## config.mk

```make
export PLATFORM = sky130hd
export DESIGN_NAME = sram_byte_streamer_flat
export DESIGN_NICKNAME = d
export VERILOG_FILES = /design/src/rtl/sram_byte_streamer_pkg.sv /design/src/rtl/sram_byte_streamer_if.sv /design/src/rtl/sram_byte_streamer_byte_serializer.sv /design/src/rtl/sram_byte_streamer.sv /design/src/flat_wrapper.sv
export SDC_FILE = /design/constraint.sdc
export NUM_CORES = 1
export LEC_CHECK = 0
export ABC_AREA = 1
export CORE_AREA = 4 4 95 97
export DETAILED_ROUTE_END_ITERATION = 6
export DIE_AREA = 0 0 99 101
export PLACE_DENSITY = 0.69
export SLEW_MARGIN = 40
export SYNTH_ARGS = -nofsm -noshare
export SYNTH_HDL_FRONTEND = slang
export SYNTH_SLANG_ARGS = --single-unit
```

## constraint.sdc

```tcl
create_clock -name clk -period 2.1 [get_ports clk]
set_clock_uncertainty 0.2 [all_clocks]
set_input_delay 0.42 -clock clk [delete_from_list [all_inputs] [get_ports clk]]
set_output_delay 0.42 -clock clk [all_outputs]
set_load 0.02 [all_outputs]
```

## src/rtl/sram_byte_streamer_pkg.sv

```systemverilog
// Shared constants and FSM encoding for the SRAM-to-byte-stream reader.
package sram_byte_streamer_pkg;
  localparam int ADDR_W_DEF     = 10;
  localparam int DATA_W_DEF     = 32;
  localparam int BYTES_PER_WORD = 4;
  localparam int BIDX_W         = 2;

  typedef enum logic [1:0] {
    ST_IDLE = 2'd0,
    ST_REQ  = 2'd1,
    ST_LOAD = 2'd2,
    ST_SEND = 2'd3
  } state_t;
endpackage

```

## src/rtl/sram_byte_streamer_if.sv

```systemverilog
// Byte-stream handshake between the streamer and its downstream consumer.
interface sram_byte_streamer_if;
  logic       m_valid;
  logic       m_ready;
  logic [7:0] m_data;
  logic       m_last;

  modport master (output m_valid, m_data, m_last, input m_ready);
  modport slave  (input m_valid, m_data, m_last, output m_ready);
endinterface

```

## src/rtl/sram_byte_streamer_byte_serializer.sv

```systemverilog
// Holds one SRAM word and hands it out MSB byte first under valid/ready.
module byte_serializer
  import sram_byte_streamer_pkg::*;
#(
  parameter int DATA_W = DATA_W_DEF
) (
  input  logic              clk,
  input  logic              rst_n,
  input  logic              load,
  input  logic [DATA_W-1:0] load_word,
  input  logic              load_last,
  input  logic              m_ready,
  output logic              m_valid,
  output logic [7:0]        m_data,
  output logic              m_last,
  output logic              word_done
);
  logic [DATA_W-1:0] word_q;
  logic [DATA_W-1:0] shifted;
  logic [BIDX_W-1:0] idx_q;
  logic              vld_q;
  logic              last_q;
  logic              fire;

  assign fire      = vld_q && m_ready;
  assign word_done = fire && (idx_q == BIDX_W'(BYTES_PER_WORD - 1));

  // Shifting the word left by 8*idx brings the current byte to the top.
  assign shifted = word_q << {idx_q, 3'b000};
  assign m_data  = shifted[DATA_W-1 -: 8];
  assign m_valid = vld_q;
  assign m_last  = vld_q && last_q && (idx_q == BIDX_W'(BYTES_PER_WORD - 1));

  always_ff @(posedge clk or negedge rst_n) begin
    if (!rst_n) begin
      word_q <= '0;
      idx_q  <= '0;
      vld_q  <= 1'b0;
      last_q <= 1'b0;
    end else if (load) begin
      word_q <= load_word;
      idx_q  <= '0;
      vld_q  <= 1'b1;
      last_q <= load_last;
    end else if (fire) begin
      idx_q <= idx_q + 1'b1;
      if (word_done) vld_q <= 1'b0;
    end
  end
endmodule

```

## src/rtl/sram_byte_streamer.sv

```systemverilog
// Reads a burst of words from a 1-cycle-latency SRAM and streams them out bytewise.
module sram_byte_streamer
  import sram_byte_streamer_pkg::*;
#(
  parameter int ADDR_W = ADDR_W_DEF,
  parameter int DATA_W = DATA_W_DEF
) (
  input  logic              clk,
  input  logic              rst_n,
  input  logic              start,
  input  logic [ADDR_W-1:0] base_addr,
  input  logic [ADDR_W-1:0] num_words,
  output logic              busy,
  output logic              done,
  output logic              sram_csb,
  output logic              sram_wsb,
  output logic [ADDR_W-1:0] sram_raddr,
  input  logic [DATA_W-1:0] sram_rdata,
  sram_byte_streamer_if.master m
);
  state_t            state;
  logic [ADDR_W-1:0] addr_q;
  logic [ADDR_W-1:0] left_q;
  logic              word_done;

  assign sram_wsb   = 1'b1;
  assign sram_raddr = addr_q;

  // left_q counts the word currently in flight, so 1 means this is the last.
  always_ff @(posedge clk or negedge rst_n) begin
    if (!rst_n) begin
      state    <= ST_IDLE;
      busy     <= 1'b0;
      done     <= 1'b0;
      sram_csb <= 1'b1;
      addr_q   <= '0;
      left_q   <= '0;
    end else begin
      done <= 1'b0;
      case (state)
        ST_IDLE: begin
          if (start) begin
            if (num_words != '0) begin
              addr_q   <= base_addr;
              left_q   <= num_words;
              busy     <= 1'b1;
              sram_csb <= 1'b0;
              state    <= ST_REQ;
            end else begin
              done <= 1'b1;
            end
          end
        end
        ST_REQ: begin
          sram_csb <= 1'b1;
          state    <= ST_LOAD;
        end
        ST_LOAD: state <= ST_SEND;
        ST_SEND: begin
          if (word_done) begin
            if (left_q == ADDR_W'(1)) begin
              left_q <= '0;
              busy   <= 1'b0;
              done   <= 1'b1;
              state  <= ST_IDLE;
            end else begin
              addr_q   <= addr_q + 1'b1;
              left_q   <= left_q - 1'b1;
              sram_csb <= 1'b0;
              state    <= ST_REQ;
            end
          end
        end
        default: state <= ST_IDLE;
      endcase
    end
  end

  byte_serializer #(.DATA_W(DATA_W)) u_ser (
    .clk       (clk),
    .rst_n     (rst_n),
    .load      (state == ST_LOAD),
    .load_word (sram_rdata),
    .load_last (left_q == ADDR_W'(1)),
    .m_ready   (m.m_ready),
    .m_valid   (m.m_valid),
    .m_data    (m.m_data),
    .m_last    (m.m_last),
    .word_done (word_done)
  );
endmodule

```

## src/flat_wrapper.sv

```systemverilog
// flat-port wrapper written by rule: the top's interface ports become plain ports
module sram_byte_streamer_flat import sram_byte_streamer_pkg::*;
#(
  parameter int ADDR_W = ADDR_W_DEF,
  parameter int DATA_W = DATA_W_DEF
)
  (clk, rst_n, start, base_addr, num_words, busy, done, sram_csb, sram_wsb, sram_raddr, sram_rdata, m_m_valid, m_m_data, m_m_last, m_m_ready);
  sram_byte_streamer_if m_i ();
  input  logic clk;
  input  logic rst_n;
  input  logic start;
  input  logic [ADDR_W-1:0] base_addr;
  input  logic [ADDR_W-1:0] num_words;
  output logic busy;
  output logic done;
  output logic sram_csb;
  output logic sram_wsb;
  output logic [ADDR_W-1:0] sram_raddr;
  input  logic [DATA_W-1:0] sram_rdata;
  output wire logic [$bits(m_i.m_valid)-1:0] m_m_valid;
  output wire logic [$bits(m_i.m_data)-1:0] m_m_data;
  output wire logic [$bits(m_i.m_last)-1:0] m_m_last;
  input wire logic [$bits(m_i.m_ready)-1:0] m_m_ready;
  assign m_m_valid = m_i.m_valid;
  assign m_m_data = m_i.m_data;
  assign m_m_last = m_i.m_last;
  assign m_i.m_ready = m_m_ready;
  sram_byte_streamer #(.ADDR_W(ADDR_W), .DATA_W(DATA_W)) u_core (.clk(clk), .rst_n(rst_n), .start(start), .base_addr(base_addr), .num_words(num_words), .busy(busy), .done(done), .sram_csb(sram_csb), .sram_wsb(sram_wsb), .sram_raddr(sram_raddr), .sram_rdata(sram_rdata), .m(m_i));
endmodule
```

==> flow_metrics.py <==
metrics = {
    "detailed_routing": {
        "first_pass_iters": 4,
        "viasPerCell": 4.89,
        "drt-total-wl_mm": 8.93,
        "vias": 3405,
        "drtAntennaViolNets": 0,
        "wl_per_cell_um": 12.8,
        "route.detailed.drc": 0,
        "drt_iter0_markers": 97,
    },
    "setup_path": {
        "cp.arrival_ns": 1.44,
        "r2r_end": "u_core.sram_raddr[9]",
        "regToRegSetupSlack_ns": 0.17,
        "worstSetupPathType": "flip-flop to output pin",
        "start_kind": "flip-flop",
        "path_max_fanout": 9,
        "reg2reg_from": "u_core.state[0]",
        "required_ns": 1.48,
        "crit_path_end_kind": "output pin",
        "ff2ff_path_depth": 10,
    },
    "synth": {
        "synth_seq_cells": 61,
        "syn-cell-area_um2": 3470,
        "syn_nets": 549,
        "syn_inst": 484,
        "synth.distinct_cells": 35,
        "avgSynthCellArea_um2": 7.16,
        "synth_top_family_by_area": "simple AND/OR/NAND/NOR gates",
        "muxShareOfSynthArea": 0,
        "synth_compound_area_frac": 0.0844,
        "synth_xor_area_frac": 0.0101,
        "yosys.area_share.simple": 0.367,
        "async_reset_ff_frac": 1.00,
        "synthAdderAreaFrac": 0.0325,
        "synth_edf_count": 0,
        "yosysWarnings": 0,
        "seq_area_frac_synth": 0.441,
        "synth_top_flop_cell": "dfrtp_1",
    },
    "cts": {
        "ctsHtreeMaxLevel": 3,
        "tritoncts": "yes",
        "cts_setup_buffers": 0,
        "path_clk_slew_ns": 0.07,
        "cts_sinks": 61,
        "cts_made_buffers": 9,
        "clkLatencyLatePin_ns": 0.34,
        "cts-root-buf": "clkbuf_8",
        "clock_path_buffers": 2,
    },
    "final_layout": {
        "layout_commonest_cell": "nand2_1",
        "final_cell_mix": "nand2_1 (207), clkdlybuf4s50_1 (66), dfrtp_1 (60)",
        "antennaDiodeCount": 0,
        "synthToLayoutAreaGrowth_pct": 35.9,
        "nets": 652,
        "fin_area_um2": 4710,
        "final_util": 0.579,
        "final_cells": 697,
        "final_layout_size_suffix_gt1_frac": 0.128,
    },
    "timing": {
        "worst_pin_slew_ns": 0.574,
        "post-route-min-period_ns": 2.06,
        "fmax_mhz": 486,
        "final.setup.worst_slack_ns": 0.0429,
        "rsz0062_at_grt": "yes",
        "finalSetupViolCount": 0,
        "drv_slew": 0,
        "fin_crit_sh": 0.980,
        "final_hold_viol_count": 0,
        "relSlewSlack": 0.617,
    },
    "hold_path": {
        "min_path_cells": 2,
        "hold_path.class": "flip-flop to flip-flop",
        "hold_end": "u_core.u_ser.word_q[18]",
        "min_from": "u_core.u_ser.word_q[18]",
    },
    "global_route": {
        "grt_max_degree": 34,
        "overflow": 0,
        "track_usage": 0.187,
        "antenna_found_initial": 0,
        "grt_pass1_wl_mm": 15.4,
        "grt_pass1_vias": 3404,
    },
    "power": {
        "cellPowerDensity_nw_per_um2": 1620,
        "leakagePower_nw": 2.39,
        "peakVddDrop_mv": 0.909,
        "power_mw": 7.62,
    },
    "floorplan": {
        "initial_core_util": 0.426,
        "pin_count": 80,
        "num_rows": 33,
        "die_h_um": 101,
        "die_area_um2": 10000,
        "die_w_um": 99,
        "fp.coreArea_um2": 8130,
    },
    "job": {
        "maxCapViolCount": 0,
    },
    "placed_design": {
        "dp_cells": 680,
        "dpl_worst_slack_ns": -0.0454,
        "place_area_um2": 4540,
        "io_buffers": 78,
        "dp_hpwl_mm": 6.93,
        "gp_congestion": 0.885,
    },
    "run_status": {
        "status": "finished clean",
    },
}
## area by class of cell
class | count | area (um^2)
Fill cell | 771 | 3420
Inverter | 38 | 144
Sequential cell | 61 | 1530
Timing Repair Buffer | 107 | 998
Multi-Input combinational cell | 370 | 1720
Clock inverter | 4 | 47.5
Tap cell | 105 | 131
Clock buffer | 12 | 145
## sequential cells by signal, indices dropped and copies added, names as in the netlist
register and cells:
u_core.busy 1, u_core.done 1, u_core.left_q 10, u_core.sram_csb 1, u_core.sram_raddr 10, u_core.state 2
u_core.u_ser.idx_q 2, u_core.u_ser.last_q 1, u_core.u_ser.m_valid 1, u_core.u_ser.word_q 32
## worst max path at each step
stage | start | end | slack (ns) | cells past startpoint
3_3_place_gp | u_core.u_ser.idx_q[1] | m_m_data[5] | -0.04 | 4
5_1_grt | u_core.u_ser.idx_q[0] | m_m_data[5] | -0.02 | 4
3_5_place_dp | u_core.u_ser.idx_q[1] | m_m_data[2] | -0.05 | 4
4_1_cts | u_core.sram_raddr[2] | sram_raddr[2] | 0.003 | 1
2_1_floorplan | u_core.u_ser.idx_q[0] | m_m_data[7] | 0.17 | 4
6_report | u_core.u_ser.idx_q[0] | m_m_last | 0.04 | 4
## synthesized netlist by cell type, types with 2 or more instances
cell type	n	area, um^2
nand2_1	207	777
dfrtp_1	60	1500
nor2_1	51	191
inv_1	35	131
nand3_1	27	135
o21ai_0	27	135
clkbuf_1	10	37.5
ha_1	9	113
o22ai_1	9	56.3
nand4_1	8	50.1
o21ai_2	6	52.6
a21oi_1	4	20.0
nor2_2	4	25.0
nand2_2	3	18.8
xor2_1	3	26.3
nand3_2	2	20.0
## kinds of logic (layout without fill, tap and decap cells)
logic type | after synthesis | count (layout)
AND/OR/NAND/NOR | 307 | 307
flip-flops | 61 | 61
buffers and inverters | 53 | 161
AO/OA/AOI/OAI | 49 | 49
adder cells (fa/ha/maj) | 9 | 9
XOR/XNOR | 4 | 4
other | 1 | 1
## report_power, final
part           internal (mW)  switching (mW)  leakage (nW)  total [mW]
Sequential              1.76           0.467         0.746        2.23
Combinational           1.74            2.60          1.55        4.35
Clock                  0.578           0.464        0.0964        1.04
Total                   4.09            3.53          2.39        7.62
## per-layer routing
| layer | GRT usage | part of all wire | up-vias |
|---|---|---|---|
| met1 | 0.227 | 0.43 | 1576 |
| met2 | 0.333 | 0.51 | 84 |
| li1 | - | - | 1737 |
| met3 | 0.0388 | 0.051 | 8 |
| met4 | 0.0578 | 0.011 | 0 |
| met5 | 0 | 0 | - |
## worst max-delay path: stages, from the launching register on
cell and delay (ns):
dfrtp_1 0.41, buf_4 0.17, ha_1 0.23, and3_1 0.15
buf_2 0.15
## stage by stage
| stage | TNS (ns) | hold WS (ns) |
|---|---|---|
| 6_report | 0 | 0.265 |
| 4_1_cts | 0 | 0.269 |
| 3_5_place_dp | -0.331 | 0.245 |
| 5_1_grt | -0.0253 | 0.289 |
| 3_3_place_gp | -0.139 | 0.231 |
| 2_1_floorplan | 0 | -0.0756 |
## what timing repair did
item / 4_1_cts / 5_1_grt
hold buffers: 1 / 0
resized for setup: 37 / 8
endpoints found under the setup margin: 10 / 7
pin swaps: 0 / 1
hold endpoints to repair: 19 / 0
No activity file was read; power rests on OpenSTA's default activity.
